### src/rtl/mc_control_fsm.sv
// Multicycle MIPS-style control unit: sequences fetch/decode/execute/memory/
// writeback one state per cycle and Moore-decodes the datapath controls.
// Adds a memory-ready handshake, BNE, JAL, an illegal-opcode trap and a
// one-cycle retire pulse in the last state of every instruction.
module mc_control_fsm #(
    parameter int unsigned OP_W     = 6,
    parameter int unsigned STATE_W  = 4,
    parameter int unsigned WAIT_MEM = 1,
    parameter int unsigned TRAP_EN  = 1
) (
    input  logic               clk,
    input  logic               reset,
    input  logic [OP_W-1:0]    opcode,
    input  logic               mem_ready,
    output logic               pc_write,
    output logic               pc_write_cond,
    output logic               branch_ne,
    output logic [1:0]         pc_source,
    output logic               mem_read,
    output logic               mem_write,
    output logic               iord,
    output logic               ir_write,
    output logic [1:0]         mem_to_reg,
    output logic               reg_write,
    output logic [1:0]         reg_dst,
    output logic               alu_src_a,
    output logic [1:0]         alu_src_b,
    output logic [1:0]         alu_op,
    output logic               trap,
    output logic               retire,
    output logic [STATE_W-1:0] state
);

    localparam int unsigned ST_W  = 4;
    localparam int unsigned OPC_W = 6;

    localparam logic WAIT_B = (WAIT_MEM != 0);
    localparam logic TRAP_B = (TRAP_EN != 0);

    localparam logic [OPC_W-1:0] OP_R    = 6'b000000;
    localparam logic [OPC_W-1:0] OP_LW   = 6'b001000;
    localparam logic [OPC_W-1:0] OP_SW   = 6'b010000;
    localparam logic [OPC_W-1:0] OP_ADDI = 6'b000010;
    localparam logic [OPC_W-1:0] OP_BEQ  = 6'b000100;
    localparam logic [OPC_W-1:0] OP_BNE  = 6'b000101;
    localparam logic [OPC_W-1:0] OP_J    = 6'b100000;
    localparam logic [OPC_W-1:0] OP_JAL  = 6'b100001;

    typedef enum logic [ST_W-1:0] {
        S_IDLE   = 4'd0,
        S_FETCH  = 4'd1,
        S_DECODE = 4'd2,
        S_MEMADR = 4'd3,
        S_MEMRD  = 4'd4,
        S_MEMWB  = 4'd5,
        S_MEMWR  = 4'd6,
        S_EXEC   = 4'd7,
        S_RWB    = 4'd8,
        S_BRANCH = 4'd9,
        S_JUMP   = 4'd10,
        S_IEXEC  = 4'd11,
        S_IWB    = 4'd12,
        S_TRAP   = 4'd13
    } state_e;

    state_e state_q;
    state_e state_d;

    logic [OPC_W-1:0] op_lo;
    logic             op_hi_zero;
    logic             is_r;
    logic             is_lw;
    logic             is_sw;
    logic             is_addi;
    logic             is_beq;
    logic             is_bne;
    logic             is_j;
    logic             is_jal;
    logic             is_legal;
    logic             rdy;

    // Opcode classification; any nonzero bit above [5:0] makes it illegal
    always_comb begin
        op_lo      = opcode[OPC_W-1:0];
        op_hi_zero = ((opcode >> OPC_W) == '0);
        is_r       = op_hi_zero && (op_lo == OP_R);
        is_lw      = op_hi_zero && (op_lo == OP_LW);
        is_sw      = op_hi_zero && (op_lo == OP_SW);
        is_addi    = op_hi_zero && (op_lo == OP_ADDI);
        is_beq     = op_hi_zero && (op_lo == OP_BEQ);
        is_bne     = op_hi_zero && (op_lo == OP_BNE);
        is_j       = op_hi_zero && (op_lo == OP_J);
        is_jal     = op_hi_zero && (op_lo == OP_JAL);
        is_legal   = is_r | is_lw | is_sw | is_addi | is_beq | is_bne | is_j | is_jal;
        rdy        = mem_ready | ~WAIT_B;
    end

    // State register with synchronous active-high reset to IDLE
    always_ff @(posedge clk) begin
        if (reset) begin
            state_q <= S_IDLE;
        end else begin
            state_q <= state_d;
        end
    end

    // Next-state logic
    always_comb begin
        state_d = state_q;
        case (state_q)
            S_IDLE:   state_d = S_FETCH;
            S_FETCH: begin
                if (rdy) begin
                    state_d = S_DECODE;
                end
            end
            S_DECODE: begin
                if (is_r) begin
                    state_d = S_EXEC;
                end else if (is_lw || is_sw) begin
                    state_d = S_MEMADR;
                end else if (is_addi) begin
                    state_d = S_IEXEC;
                end else if (is_beq || is_bne) begin
                    state_d = S_BRANCH;
                end else if (is_j || is_jal) begin
                    state_d = S_JUMP;
                end else if (TRAP_B) begin
                    state_d = S_TRAP;
                end else begin
                    state_d = S_FETCH;
                end
            end
            // Anything other than a store proceeds as a load
            S_MEMADR: state_d = is_sw ? S_MEMWR : S_MEMRD;
            S_MEMRD: begin
                if (rdy) begin
                    state_d = S_MEMWB;
                end
            end
            S_MEMWB:  state_d = S_FETCH;
            S_MEMWR: begin
                if (rdy) begin
                    state_d = S_FETCH;
                end
            end
            S_EXEC:   state_d = S_RWB;
            S_RWB:    state_d = S_FETCH;
            S_IEXEC:  state_d = S_IWB;
            S_IWB:    state_d = S_FETCH;
            S_BRANCH: state_d = S_FETCH;
            S_JUMP:   state_d = S_FETCH;
            S_TRAP:   state_d = S_FETCH;
            default:  state_d = S_IDLE;
        endcase
    end

    // Moore output decode; everything defaults to 0
    always_comb begin
        pc_write      = 1'b0;
        pc_write_cond = 1'b0;
        branch_ne     = 1'b0;
        pc_source     = 2'b00;
        mem_read      = 1'b0;
        mem_write     = 1'b0;
        iord          = 1'b0;
        ir_write      = 1'b0;
        mem_to_reg    = 2'b00;
        reg_write     = 1'b0;
        reg_dst       = 2'b00;
        alu_src_a     = 1'b0;
        alu_src_b     = 2'b00;
        alu_op        = 2'b00;
        trap          = 1'b0;
        retire        = 1'b0;
        case (state_q)
            S_FETCH: begin
                mem_read  = 1'b1;
                alu_src_b = 2'b01;
                alu_op    = 2'b00;
                // PC/IR update only on the ready cycle so PC advances once
                ir_write  = rdy;
                pc_write  = rdy;
            end
            S_DECODE: begin
                alu_src_b = 2'b11;
                alu_op    = 2'b00;
                // An illegal opcode retiring as a NOP ends here
                retire    = ~is_legal & ~TRAP_B;
            end
            S_MEMADR: begin
                alu_src_a = 1'b1;
                alu_src_b = 2'b10;
                alu_op    = 2'b00;
            end
            S_MEMRD: begin
                mem_read = 1'b1;
                iord     = 1'b1;
            end
            S_MEMWB: begin
                reg_write  = 1'b1;
                mem_to_reg = 2'b01;
                reg_dst    = 2'b00;
                retire     = 1'b1;
            end
            S_MEMWR: begin
                mem_write = 1'b1;
                iord      = 1'b1;
                retire    = rdy;
            end
            S_EXEC: begin
                alu_src_a = 1'b1;
                alu_src_b = 2'b00;
                alu_op    = 2'b10;
            end
            S_RWB: begin
                reg_write  = 1'b1;
                reg_dst    = 2'b01;
                mem_to_reg = 2'b00;
                retire     = 1'b1;
            end
            S_IEXEC: begin
                alu_src_a = 1'b1;
                alu_src_b = 2'b10;
                alu_op    = 2'b00;
            end
            S_IWB: begin
                reg_write  = 1'b1;
                reg_dst    = 2'b00;
                mem_to_reg = 2'b00;
                retire     = 1'b1;
            end
            S_BRANCH: begin
                alu_src_a     = 1'b1;
                alu_src_b     = 2'b00;
                alu_op        = 2'b01;
                pc_write_cond = 1'b1;
                pc_source     = 2'b01;
                branch_ne     = op_lo[0];
                retire        = 1'b1;
            end
            S_JUMP: begin
                pc_write  = 1'b1;
                pc_source = 2'b10;
                retire    = 1'b1;
                // JAL links the already-incremented PC into r31
                if (is_jal) begin
                    reg_write  = 1'b1;
                    reg_dst    = 2'b10;
                    mem_to_reg = 2'b10;
                end
            end
            S_TRAP: begin
                trap      = 1'b1;
                pc_write  = 1'b1;
                pc_source = 2'b11;
            end
            default: begin
            end
        endcase
    end

    // State observation port, zero-extended
    always_comb begin
        state = STATE_W'(state_q);
    end

endmodule

### config.mk
export PLATFORM = sky130hd
export DESIGN_NAME = mc_control_fsm
export DESIGN_NICKNAME = d
export VERILOG_FILES = /design/src/rtl/mc_control_fsm.sv
export SDC_FILE = /design/constraint.sdc
export NUM_CORES = 1
export LEC_CHECK = 0
export BUFFER_PORTS_ARGS = -buffer_cell sky130_fd_sc_hd__clkbuf_2
export CORE_AREA = 10 10 47 49
export CTS_BUF_LIST = sky130_fd_sc_hd__clkbuf_8
export DETAILED_ROUTE_END_ITERATION = 6
export DIE_AREA = 0 0 57 59
export PLACE_DENSITY = 0.84
export SETUP_SLACK_MARGIN = 0.2
export SLEW_MARGIN = 30
export SYNTH_ARGS = -nofsm -noshare
export SYNTH_HDL_FRONTEND = slang
export SYNTH_SLANG_ARGS = --single-unit
### constraint.sdc
create_clock -name clk -period 2.1 [get_ports clk]
set_input_delay 0.21 -clock clk [delete_from_list [all_inputs] [get_ports clk]]
set_output_delay 0.21 -clock clk [all_outputs]
set_load 0.01 [all_outputs]
==> flow_summary.yaml <==
clock_tree:
  clock_latency_ns: 0.23
  root_buffer: "clkbuf_8"
  cts_buffers: 3
  clockBufferDepth: 2
  path_clk_slew_ns: 0.04
  post_cts_buffers: 0
  cts_tree: "done"
  htreeDepth: 1
  numClockSinks: 4
synth:
  synth_top_area_share_pct: 13.4
  async_reset_ff_share_pct: 0
  avgSynthCellArea_um2: 6.69
  synthSimpleGateAreaFrac_pct: 36.3
  synth_top_area_cell: "dfxtp_1"
  synthFlopType: "dfxtp_1"
  ys_seq_area_share_pct: 13.4
  synth_area_um2: 596
  synthXorXnorAreaFrac_pct: 1.47
  synth.distinct_cells: 39
  synth_compound_area_share_pct: 35.3
  synthTopCellsByCount: "10 x nand2_1, 10 x nor2_1, 6 x o21ai_0"
  yosysWarningCount: 0
  synthMuxAreaShare_pct: 1.89
  syn-num-nets: 98
  synth_edf_count: 0
  synth_adder_area_share_pct: 1.68
  ys_top_cells_by_area: "dfxtp_1 13%, nand2_1 6.3%, nor2_1 6.3%"
  synth-seq-cells: 4
  syn_inst: 89
  synth_top_family_by_area: "simple AND/OR/NAND/NOR gates"
critical_path:
  reg2reg_from: "state[2]"
  cp_common_cell: "clkbuf_2"
  endpoint_kind: "output port"
  worstPathArrival_ns: 1.52
  cp_slowest_cell: "or4b_4"
  worstSetupPathType: "in -> out"
  cp-start-kind: "primary input"
  r2r-end: "state[3]"
  cp_max_fo: 6
  crit_path_max_incr_delay_ns: 0.55
  rr_worst_depth: 5
  path_cells: "clkbuf_2 > or4b_4 > nor2_1 > and3_1 > and2_1 > clkbuf_2"
  crit_required_ns: 1.89
  ff2ff_setup_slack_ns: 0.42
pwr:
  power_leakage_nw: 0.401
  powerDensity_mw_per_mm2: 588
  peakVddDrop_v: 0.000396
global_routing:
  grt_max_degree: 20
  grt_pass1_vias: 736
  track_usage_pct: 11.9
  grt_pass1_wl_um: 3280
  antenna_found_initial: 0
  gr-total-overflow: 0
routing:
  post_drt_via_cell_ratio: 5.74
  antenna_left: 0
  drc: 0
  routed_wl_um: 2120
  drtPass1Iterations: 4
  drt_iter0_drc: 31
  wire_per_inst_um: 15.6
  vias: 780
place:
  dp_hpwl_um: 1640
  placed_area_um2: 767
  gp_congestion: 0.890
  port_buffers: 33
floorplanning:
  die_h_um: 59
  core_mm2: 0.00140
  ios: 34
  fp.dieArea_mm2: 0.00336
  start_util_pct: 42.5
  rows: 14
  die_w_um: 57
timing:
  drv_slew: 0
  fin_skew_ns: 0.00600
  final_hold_viol_count: 0
  fin_crit_ns: 1.73
  rsz0062_at_grt: "false"
  worstMarginPinSlew_ns: 0.493
  slew_headroom_pct: 66.8
  max_freq_ghz: 0.578
  finalCritPeriodShare_pct: 82.4
  setup_viol: 0
  finalSetupTns_ns: 0
cells_and_area:
  nFillCells: 140
  regArea_um2: 81.3
  drive_above_1_share_pct: 39.2
  diodes: 0
  largest_reg_flops: 4
  multi_input_area_um2: 457
  final_area_um2: 810
  layout.nets: 131
  syn_to_final_growth_pct: 35.9
hold_path:
  min_delay_path_depth: 2
  hold_end: "state[0]"
  hp-start: "reset"
  hold_class: "in -> reg"
status:
  status: "finished, final reports clean"
run:
  max_cap_violations: 0
## cell type report
type / instances / area share [%]
clock buffers: 3 / 5.10
flip-flops and latches: 4 / 10.0
inverters: 4 / 1.85
well taps: 16 / 2.47
multi-input cells: 72 / 56.4
repair buffers: 37 / 24.1
## through the flow
step,setup WS [ns],total power [mW],std cells,hold WS (ns),utilization [%]
after global routing,0.225,0.503,136,0.259,57.8
after floorplan,0.472,0.225,89,0.286,-
after global placement,0.397,0.296,133,0.466,54.7
after detailed placement,0.372,0.300,133,0.480,54.7
final,0.370,0.476,136,0.246,57.8
after CTS,0.202,0.477,136,0.244,57.7
## power by group
| group | internal (mW) | leakage [nW] | switching, mW |
|---|---|---|---|
| clock | 0.123 | 0.0216 | 0.0508 |
| sequential | 0.0848 | 0.0330 | 0.0219 |
| combinational | 0.0818 | 0.346 | 0.113 |
| total | 0.290 | 0.401 | 0.186 |
## worst max-delay path by stage
| stage | startpoint | to | slack [ns] | cells past startpoint |
|---|---|---|---|---|
| CTS | state[0] | pc_write | 0.20 | 5 |
| global route | state[0] | pc_write | 0.22 | 5 |
| finish | opcode[3] | mem_to_reg[1] | 0.37 | 6 |
| detailed placement | opcode[3] | mem_to_reg[1] | 0.37 | 6 |
| global placement | opcode[3] | reg_dst[1] | 0.40 | 6 |
| floorplan | state[0] | pc_write | 0.47 | 5 |
## cells in the final DEF, fill, tap and decap left out, types with 2 or more instances in the layout
master,n
and3_1,2
and2_1,3
buf_4,4
inv_1,4
clkbuf_8,3
a211oi_1,4
o21ai_0,6
dfxtp_1,3
nor4_1,2
a21oi_1,3
clkbuf_2,33
nor3_1,5
nand2b_1,5
nor2_1,10
nand2_1,10
## repair_timing
item                                    CTS  global route
endpoints found under the setup margin    0             6
endpoints found under the hold margin     0             0
resized for setup                         0             1
hold buffers                              0             0
## worst max-delay path, delay by kind of cell
kind                   cells  cell delay (ns)
AND/OR/NAND/NOR            4             1.05
buffers and inverters      2             0.26
## logic make-up after synthesis
logic type      after synthesis
mux                           1
buf+inv                      13
simple gates                 42
xor+xnor                      1
compound gates               27
fa+ha+maj                     1
flops                         4
## metal layers
layer | vias to the layer above | share of wire [%] | global-route usage, %
met5 | - | 0 | 0
met4 | 0 | 1.2 | 5.03
met3 | 3 | 7.2 | 3.65
met2 | 39 | 48 | 20.8
met1 | 349 | 44 | 12.9
li1 | 389 | - | -
Power figures use the tool's default switching activity.
